File: src/rtl/pipeline_hazard_ctrl.sv
// -----------------------------------------------------------------------------
// pipeline_hazard_ctrl
//
// Front-end sequencing controller for the 20-bit pipelined processor. Each
// cycle it decides whether the PC advances, whether IF/ID captures, holds or
// loads a NOP, and whether a bubble is injected into ID/EX. Hazards are
// resolved in fixed priority: reset, taken branch, load-use, imem wait.
// It also keeps saturating stall/flush statistics and a sticky fetch-timeout
// flag.
//
// Ports
//   clk, rst        rising-edge clock, synchronous active-high reset
//   id_rs, id_rt    source register fields of the instruction in IF/ID
//   id_uses_rt      instruction in IF/ID reads rt
//   ex_mem_read     instruction in ID/EX is a load
//   ex_rd           destination register of the instruction in ID/EX
//   branch_taken    branch in EX resolved taken this cycle
//   imem_ready      instruction memory presents a valid instruction
//   pc_write        PC load enable                        (combinational)
//   pc_redirect     PC mux selects branch target          (combinational)
//   ifid_write      IF/ID load enable                     (combinational)
//   ifid_flush      IF/ID loads NOP instead of fetch data (combinational)
//   idex_bubble     ID/EX loads all-zero control          (combinational)
//   fetch_wait      controller is in the WAIT state       (registered)
//   imem_err        sticky fetch-timeout flag             (registered)
//   stall_cnt       saturating count of stall cycles      (registered)
//   flush_cnt       saturating count of branch flushes    (registered)
// -----------------------------------------------------------------------------
module pipeline_hazard_ctrl #(
    parameter int REG_ADDR_W = 3,
    parameter int WAIT_LIMIT = 15
) (
    input  logic                  clk,
    input  logic                  rst,
    input  logic [REG_ADDR_W-1:0] id_rs,
    input  logic [REG_ADDR_W-1:0] id_rt,
    input  logic                  id_uses_rt,
    input  logic                  ex_mem_read,
    input  logic [REG_ADDR_W-1:0] ex_rd,
    input  logic                  branch_taken,
    input  logic                  imem_ready,
    output logic                  pc_write,
    output logic                  pc_redirect,
    output logic                  ifid_write,
    output logic                  ifid_flush,
    output logic                  idex_bubble,
    output logic                  fetch_wait,
    output logic                  imem_err,
    output logic [15:0]           stall_cnt,
    output logic [15:0]           flush_cnt
);

    typedef enum logic [2:0] {
        HZ_RESET,
        HZ_BRANCH,
        HZ_LOAD_USE,
        HZ_IMEM_WAIT,
        HZ_NONE
    } hazard_e;

    typedef enum logic {
        ST_RUN,
        ST_WAIT
    } state_e;

    localparam logic [7:0] WAIT_LIMIT_C = 8'(WAIT_LIMIT);

    state_e     state, state_nxt;
    hazard_e    hazard;
    logic [7:0] wait_cnt, wait_cnt_nxt;
    logic       imem_err_nxt;
    logic       load_use;

    // Register 0 is hard-wired zero, so a load targeting it never hazards.
    assign load_use = ex_mem_read && (ex_rd != '0) &&
                      ((ex_rd == id_rs) || (id_uses_rt && (ex_rd == id_rt)));

    // Priority classification: the first matching case wins.
    always_comb begin
        if (rst)               hazard = HZ_RESET;
        else if (branch_taken) hazard = HZ_BRANCH;
        else if (load_use)     hazard = HZ_LOAD_USE;
        else if (!imem_ready)  hazard = HZ_IMEM_WAIT;
        else                   hazard = HZ_NONE;
    end

    // Control outputs and next-state logic.
    always_comb begin
        // NOTE: every signal gets a default before the case so no path can
        // leave one unassigned, which would otherwise infer a latch.
        pc_write     = 1'b0;
        pc_redirect  = 1'b0;
        ifid_write   = 1'b1;
        ifid_flush   = 1'b0;
        idex_bubble  = 1'b0;
        state_nxt    = state;
        wait_cnt_nxt = wait_cnt;
        imem_err_nxt = imem_err;

        unique case (hazard)
            HZ_RESET: begin
                ifid_flush  = 1'b1;
                idex_bubble = 1'b1;
            end
            HZ_BRANCH: begin
                // Squashes any pending fetch and any wrong-path hazard.
                pc_write     = 1'b1;
                pc_redirect  = 1'b1;
                ifid_flush   = 1'b1;
                idex_bubble  = 1'b1;
                state_nxt    = ST_RUN;
                wait_cnt_nxt = '0;
            end
            HZ_LOAD_USE: begin
                // Hold IF/ID and PC; FSM and wait_cnt freeze for this cycle.
                ifid_write  = 1'b0;
                idex_bubble = 1'b1;
            end
            HZ_IMEM_WAIT: begin
                // Back end drains while a NOP enters ID.
                ifid_flush = 1'b1;
                state_nxt  = ST_WAIT;
                if (wait_cnt < WAIT_LIMIT_C) wait_cnt_nxt = wait_cnt + 8'd1;
                if (wait_cnt_nxt == WAIT_LIMIT_C) imem_err_nxt = 1'b1;
            end
            default: begin
                pc_write     = 1'b1;
                state_nxt    = ST_RUN;
                wait_cnt_nxt = '0;
            end
        endcase
    end

    // NOTE: sequential state uses non-blocking assignments so every register
    // samples the pre-edge values regardless of statement order.
    always_ff @(posedge clk) begin
        if (rst) begin
            state     <= ST_RUN;
            wait_cnt  <= '0;
            imem_err  <= 1'b0;
            stall_cnt <= '0;
            flush_cnt <= '0;
        end else begin
            state    <= state_nxt;
            wait_cnt <= wait_cnt_nxt;
            imem_err <= imem_err_nxt;
            if ((hazard == HZ_LOAD_USE || hazard == HZ_IMEM_WAIT) &&
                stall_cnt != 16'hFFFF)
                stall_cnt <= stall_cnt + 16'd1;
            if (hazard == HZ_BRANCH && flush_cnt != 16'hFFFF)
                flush_cnt <= flush_cnt + 16'd1;
        end
    end

    assign fetch_wait = (state == ST_WAIT);

endmodule

File: config.mk
export PLATFORM = sky130hd
export DESIGN_NAME = pipeline_hazard_ctrl
export DESIGN_NICKNAME = d
export VERILOG_FILES = /design/src/rtl/pipeline_hazard_ctrl.sv
export SDC_FILE = /design/constraint.sdc
export NUM_CORES = 1
export LEC_CHECK = 0
export CAP_MARGIN = 25
export CORE_MARGIN = 2
export CORE_UTILIZATION = 52
export DETAILED_ROUTE_END_ITERATION = 10
export PLACE_DENSITY = 0.81
export SYNTH_ARGS = -nofsm -noshare
export SYNTH_HDL_FRONTEND = slang
export SYNTH_SLANG_ARGS = --single-unit
File: constraint.sdc
create_clock -name clk -period 4.62 [get_ports clk]
set_input_delay 0.924 -clock clk [delete_from_list [all_inputs] [get_ports clk]]
set_output_delay 0.924 -clock clk [all_outputs]
set_load 0.01 [all_outputs]
== Yosys cells after proc, flatten, opt, wreduce, memory -nomap -nowiden ==
Cells that the tools add are included.
W data, S select, Z words.

* Register bits: 42
* Input bits: 15
* Output and inout port bits: 39
* Word-level logic and storage cells: 44

* $add $sub $neg: 3
* $lt $le $gt $ge: 1
* Equal/unequal tests: 8
* Muxes and demuxes: 13
* Reductions and logical operators: 14

{| class="wikitable"
|+ Operators with widths
! kind !! number
|-
| $add A16 B1 Y16 const B || 2
|-
| $ne A16 B16 Y1 const B || 2
|-
| $mux W8 || 2
|-
| $pmux W8 S2 || 1
|-
| $mux W3 || 4
|-
| $reduce_or A3 Y1 || 3
|-
| $add A8 B1 Y8 const B || 1
|-
| $eq A8 B4 Y1 const B || 1
|-
| $lt A8 B4 Y1 const B || 1
|-
| $eq A3 B2 Y1 const B || 2
|-
| $eq A3 B3 Y1 || 2
|-
| $logic_and A1 B1 Y1 || 5
|-
| $mux W1 || 5
|-
| $eq A3 B1 Y1 const B || 1
|-
| $logic_not A3 Y1 || 1
|-
| $reduce_bool A3 Y1 || 1
|-
| $logic_or A1 B1 Y1 || 2
|-
| $pmux W1 S2 || 1
|-
| $reduce_and A2 Y1 || 1
|-
| $reduce_or A2 Y1 || 1
|}

== Depth between registers and ports, before layout ==
* Depth in word-level cells: 11
* Mapped depth: 8
* Mapped depth without buffers: 7

== Least setup slack after synthesis ==
No wires, ideal clock.

* Path kind: input to output
* Start: input port ex_rd[0]
* End: output port pc_write
* Data arrival time: 1.859 ns
* Required time: 3.696 ns
* Path slack: 1.837 ns
* Stages: 5
* Path buffers: 0
* Cells stage by stage: xnor2_1 > nand4_1 > a21o_1 > a21oi_1 > nor2_1

* Cells in the longest elaborated chain, start to end: 10
* Elaborated cells between the ends (all ways): 15
* Those cells by class: eq/ne: 4; mux: 4; reduce/logical: 7

{| class="wikitable"
|+ RTL lines
! element !! line !! source
|-
| start: declaration || 39 || <nowiki>input logic [REG_ADDR_W-1:0] ex_rd,</nowiki>
|-
| $eq A3 B3 Y1 || 76 || <nowiki>((ex_rd == id_rs) || (id_uses_rt && (ex_rd == id_rt)));</nowiki>
|-
| $logic_and A1 B1 Y1 || 76 ||
|-
| $logic_or A1 B1 Y1 || 76 ||
|-
| $logic_and A1 B1 Y1 * || 75 || <nowiki>assign load_use = ex_mem_read && (ex_rd != '0) &&</nowiki>
|-
| $mux W3 * || 82 || <nowiki>else if (load_use) hazard = HZ_LOAD_USE;</nowiki>
|-
| $mux W3 * || 81 || <nowiki>else if (branch_taken) hazard = HZ_BRANCH;</nowiki>
|-
| $mux W3 * || 80 || <nowiki>if (rst) hazard = HZ_RESET;</nowiki>
|-
| $eq A3 B2 Y1 / $logic_not A3 Y1 (equally long branches) || 100 || <nowiki>unique case (hazard)</nowiki>
|-
| $reduce_or A3 Y1 (no line) * || n/a ||
|-
| $mux W1 * || 100 ||
|-
| end: declaration || 42 || <nowiki>output logic pc_write,</nowiki>
|}

Mark *: on every way between the ends. The rest lies on a longest branch, timed or not.

== Final worst setup path ==
Ends and elaborated chain as after synthesis.

==> results summary <==
Subtracting the final worst setup slack from the clock period gives 3.71 ns. STA classifies the critical path endpoint as an output port. The post-synth net total came out at 259.

The slowest stage cell on the critical path is sky130_fd_sc_hd__clkdlybuf4s50_1. The simple-gate share of the synthesized area is 27.2%. Of the total synthesized cell area, the portion taken by full adders, half adders and majority gates is between 1.5 and 2%. The wire length of the first global-routing pass is 7.36 mm. The global-route congestion overflow total came out at 0.

The worst setup path is launched from a primary input. The maximum achievable frequency is ~0.27 GHz. The relative slew slack came out at 52.6%. The die area is 4480 sq um. The register-to-register setup slack came out at 2.55 ns. The number of buffers inserted for hold repair after clock tree synthesis came out at 0. The proportion of layout cells with a drive suffix above 1 came out at under 10%. The class of the tightest hold or removal check is register to register. The final setup violation count is 0. The post-CTS resize count is 0.

The height of the die is 66.9 microns. The leakage power summed over all cells is 0.000924 uW. Power spread over the standard cell area amounts to 255 nW/um^2. For hold timing, the worst endpoint is imem_err. In this run, synthesis inferred 0 flip-flops with an integrated enable. The post-synthesis compound-gate area fraction is 15.1%. By area the synthesized netlist is led by sky130_fd_sc_hd__dfxtp_1, sky130_fd_sc_hd__nor2_1, sky130_fd_sc_hd__xnor2_1. From left edge to right edge, the die measures 66.9 microns. The worst hold path startpoint is imem_err. The routability-driven placement congestion ratio came out at 0.892. For this design the top-level I/O count stands at 54. The depth of the most critical reg-to-reg path is 6. The final standard cell count with taps included and fillers excluded is 345. The initial antenna violation count is 0.

After routing the design area is 2740 sq um. The post-synthesis xor/xnor area fraction came out at under 10%. The worst hold slack is between 0.4 and 0.5 ns. The clock transition time at the flip-flop clock pins of the worst setup and hold paths came out at ~0.080 ns.

The multiplexer fraction of the synthesized cell area came out at under 10%. The clock tree skew after final layout came out at between 0.006 and 0.007 ns. The first-pass iteration count of the detailed router came out at 4. The share of the core filled with cells in the final layout came out at between 70% and 80%.

In this run the tool buffered the top-level ports with 53 buffer cells. The run finished with clean final reports. The area of the mapped netlist is 2060 sq um.

For the worst setup path, the data arrival time is roughly 2.8 ns. The max-cap violation count came out at 0. For this design, the sink count on the clock tree is 42. The critical path class is primary input to output port. Summed over its instances, the top area cell type makes up 40.9% of the synthesized netlist area.

In the post-synthesis netlist, the cell with the most instances is sky130_fd_sc_hd__dfxtp_1. The commonest cells after synthesis are sky130_fd_sc_hd__dfxtp_1, sky130_fd_sc_hd__nor2_1, sky130_fd_sc_hd__a21oi_1, sky130_fd_sc_hd__nand2_1, sky130_fd_sc_hd__nand3_1. The number of placed instances, taps included, is 337. The core region area is between 3000 and 4000 sq um. The post-placement cell area came out at 2630 sq um. The tree is rooted in a sky130_fd_sc_hd__clkbuf_8. The async set-reset flop share out of synthesis came out at 0%. The count of filler cells inserted in the layout came out at 308.

The instance count of the mapped netlist came out at between 200 and 250. The startpoint identified for the worst register-to-register timing path is stall_cnt[0]. The most used flip-flop cell after synthesis is sky130_fd_sc_hd__dfxtp_1. Once detailed placement completed, the half-perimeter wirelength came to 3.08 mm. The deepest clock path buffer count is 2.

For this run, the register share of the synthesized area comes to 40.9%. The antenna diode count is 0. Dividing the detail-routed via count by the number of cells gives 5.52. The total clock buffers created by CTS is 5. The highest fanout seen on the critical path is 7. Setup repair after global routing left no endpoint under its margin. For the pin with the worst max-slew slack, the measured transition is 0.711 ns.

The aggregate routed wire length came out at between 4 and 5 mm. The detail-routed net length per standard cell came out at 12.7 microns. The cell accounting for the most synthesized area is sky130_fd_sc_hd__dfxtp_1. The largest stage delay on the critical path is 0.54 ns. The H-tree generated during clock tree synthesis spans 2 levels.

The worst ir drop on vdd came out at about 0.2 mV. The effective utilization at floorplan came out at 55.0%. The starting DRC count in detailed routing came out at 94.

The net count of the finished layout is around 310. After synthesis, the largest family of logic cells by area is simple AND/OR/NAND/NOR gates. The number of pins exceeding their max-slew limit in the final report is 0. From synthesis to final layout, the design area changed by 33.0%. The flip-flop and latch count after synthesis came out at 42. The required time at the endpoint of the critical path is 3.70 ns. The via count of the first global-routing pass came out at 1,692. The floorplan has 22 rows. The final worst-path cycle share is ~80%.

The largest net degree at the start of global routing came out at 40. For this run, the number of Yosys warnings is 0. For the final routed database, the setup TNS stands at 0 ns. The post-CTS setup buffer count is 0. The signal on the critical path passes through clkdlybuf4s50_1 > o31ai_1 > a21o_1 > a21oi_1 > nor2_1 > clkdlybuf4s50_1.

The final count of hold timing violations is 0. The endpoint of the worst-slack reg-to-reg timing path is stall_cnt[13]. The number of routed nets with antenna violations is 0.

The most numerous cell type found on the critical path is sky130_fd_sc_hd__clkdlybuf4s50_1. The number of buffers and inverters on the critical path is 2. TritonCTS built the clock tree. The number of cells on the worst hold path came out at 2. The distinct cell type count of the synthesized netlist is ~40. Grouping stages by cell kind, the critical path spends the most delay in buffers and inverters.

The average size of a mapped cell is 8.54 sq um. At the later pin of the worst-skew pair, clock insertion delay measures 0.29 ns. The number of remaining DRC errors is 0. The via count came out at 1,906.

The total routing usage reported by global routing came out at 21.2%.
## logic make-up after synthesis
family / count (synthesis)
simple gates: 108
compound gates: 46
flops: 42
xor+xnor: 20
buf+inv: 16
mux: 6
fa+ha+maj: 3
## cell usage in the layout (no fill, tap or decap), types with 2 or more instances in the layout
master / netlist / layout
sky130_fd_sc_hd__clkbuf_8: 0 / 8
sky130_fd_sc_hd__o21ai_0: 7 / 7
sky130_fd_sc_hd__and3_1: 4 / 4
sky130_fd_sc_hd__nor4_1: 2 / 2
sky130_fd_sc_hd__dfxtp_1: 42 / 42
sky130_fd_sc_hd__buf_4: 0 / 2
sky130_fd_sc_hd__xor2_1: 9 / 9
sky130_fd_sc_hd__mux2_2: 3 / 3
sky130_fd_sc_hd__and2_1: 5 / 5
sky130_fd_sc_hd__nand3b_1: 3 / 3
sky130_fd_sc_hd__or4_1: 8 / 8
sky130_fd_sc_hd__nand2b_1: 4 / 4
sky130_fd_sc_hd__a21oi_1: 18 / 18
sky130_fd_sc_hd__ha_1: 3 / 3
sky130_fd_sc_hd__clkdlybuf4s50_1: 0 / 53
sky130_fd_sc_hd__mux2i_1: 3 / 3
sky130_fd_sc_hd__xnor2_1: 11 / 11
sky130_fd_sc_hd__nand2_1: 18 / 18
sky130_fd_sc_hd__inv_1: 9 / 9
sky130_fd_sc_hd__nand4_1: 12 / 12
sky130_fd_sc_hd__nor2_1: 29 / 29
sky130_fd_sc_hd__o31ai_1: 9 / 9
sky130_fd_sc_hd__or3_1: 4 / 4
sky130_fd_sc_hd__nand3_1: 13 / 13
sky130_fd_sc_hd__nor3_1: 2 / 2
## sequential cells by signal (all words and copies together), names as in the netlist
register	count
flush_cnt	16
stall_cnt	16
wait_cnt	8
fetch_wait	1
imem_err	1
## worst min-delay path, cell delays in order, from the launching register on
cell and delay (ns):
sky130_fd_sc_hd__dfxtp_1 0.31, sky130_fd_sc_hd__inv_1 0.04, sky130_fd_sc_hd__o21ai_0 0.07
## worst max path at each step
| stage | from | to | slack [ns] | cells past startpoint |
|---|---|---|---|---|
| after floorplan | ex_rd[0] | pc_write | 1.84 | 5 |
| after global placement | ex_rd[1] | pc_write | 0.94 | 7 |
| after detailed placement | ex_rd[0] | pc_write | 0.90 | 7 |
| after CTS | ex_rd[0] | pc_write | 0.90 | 7 |
| after global routing | ex_rd[0] | pc_write | 0.75 | 6 |
| final | ex_rd[0] | pc_write | 0.91 | 6 |
## routing by layer
metal  GRT usage (%)  vias to the layer above  share of wire, %
met5               0                        -                 0
met4            6.89                        0               1.3
met3            3.89                        5               6.5
met2            36.3                       59                46
met1            26.9                      869                46
li1                -                      973                 -
## layout make-up
cell class	count	area, sq um	share of cell area [%]
clock buffers	8	110	4.02
inverters	9	33.8	1.23
multi-input cells	183	1150	41.9
flip-flops and latches	42	841	30.7
well taps	48	60.1	2.19
repair buffers	55	546	19.9
## power by group
part	switching, uW	internal [uW]
registers	3.59	365
clock network	119	151
logic	29.7	31.3
total	152	547
## through the flow
stage                     worst slack, ns  total power, uW
final                               0.912              699
after global routing                0.748              732
after CTS                           0.898              706
after detailed placement            0.903              438
after global placement              0.938              437
after floorplan                      1.84              408
Note: power is estimated with default switching activity, not from simulation.
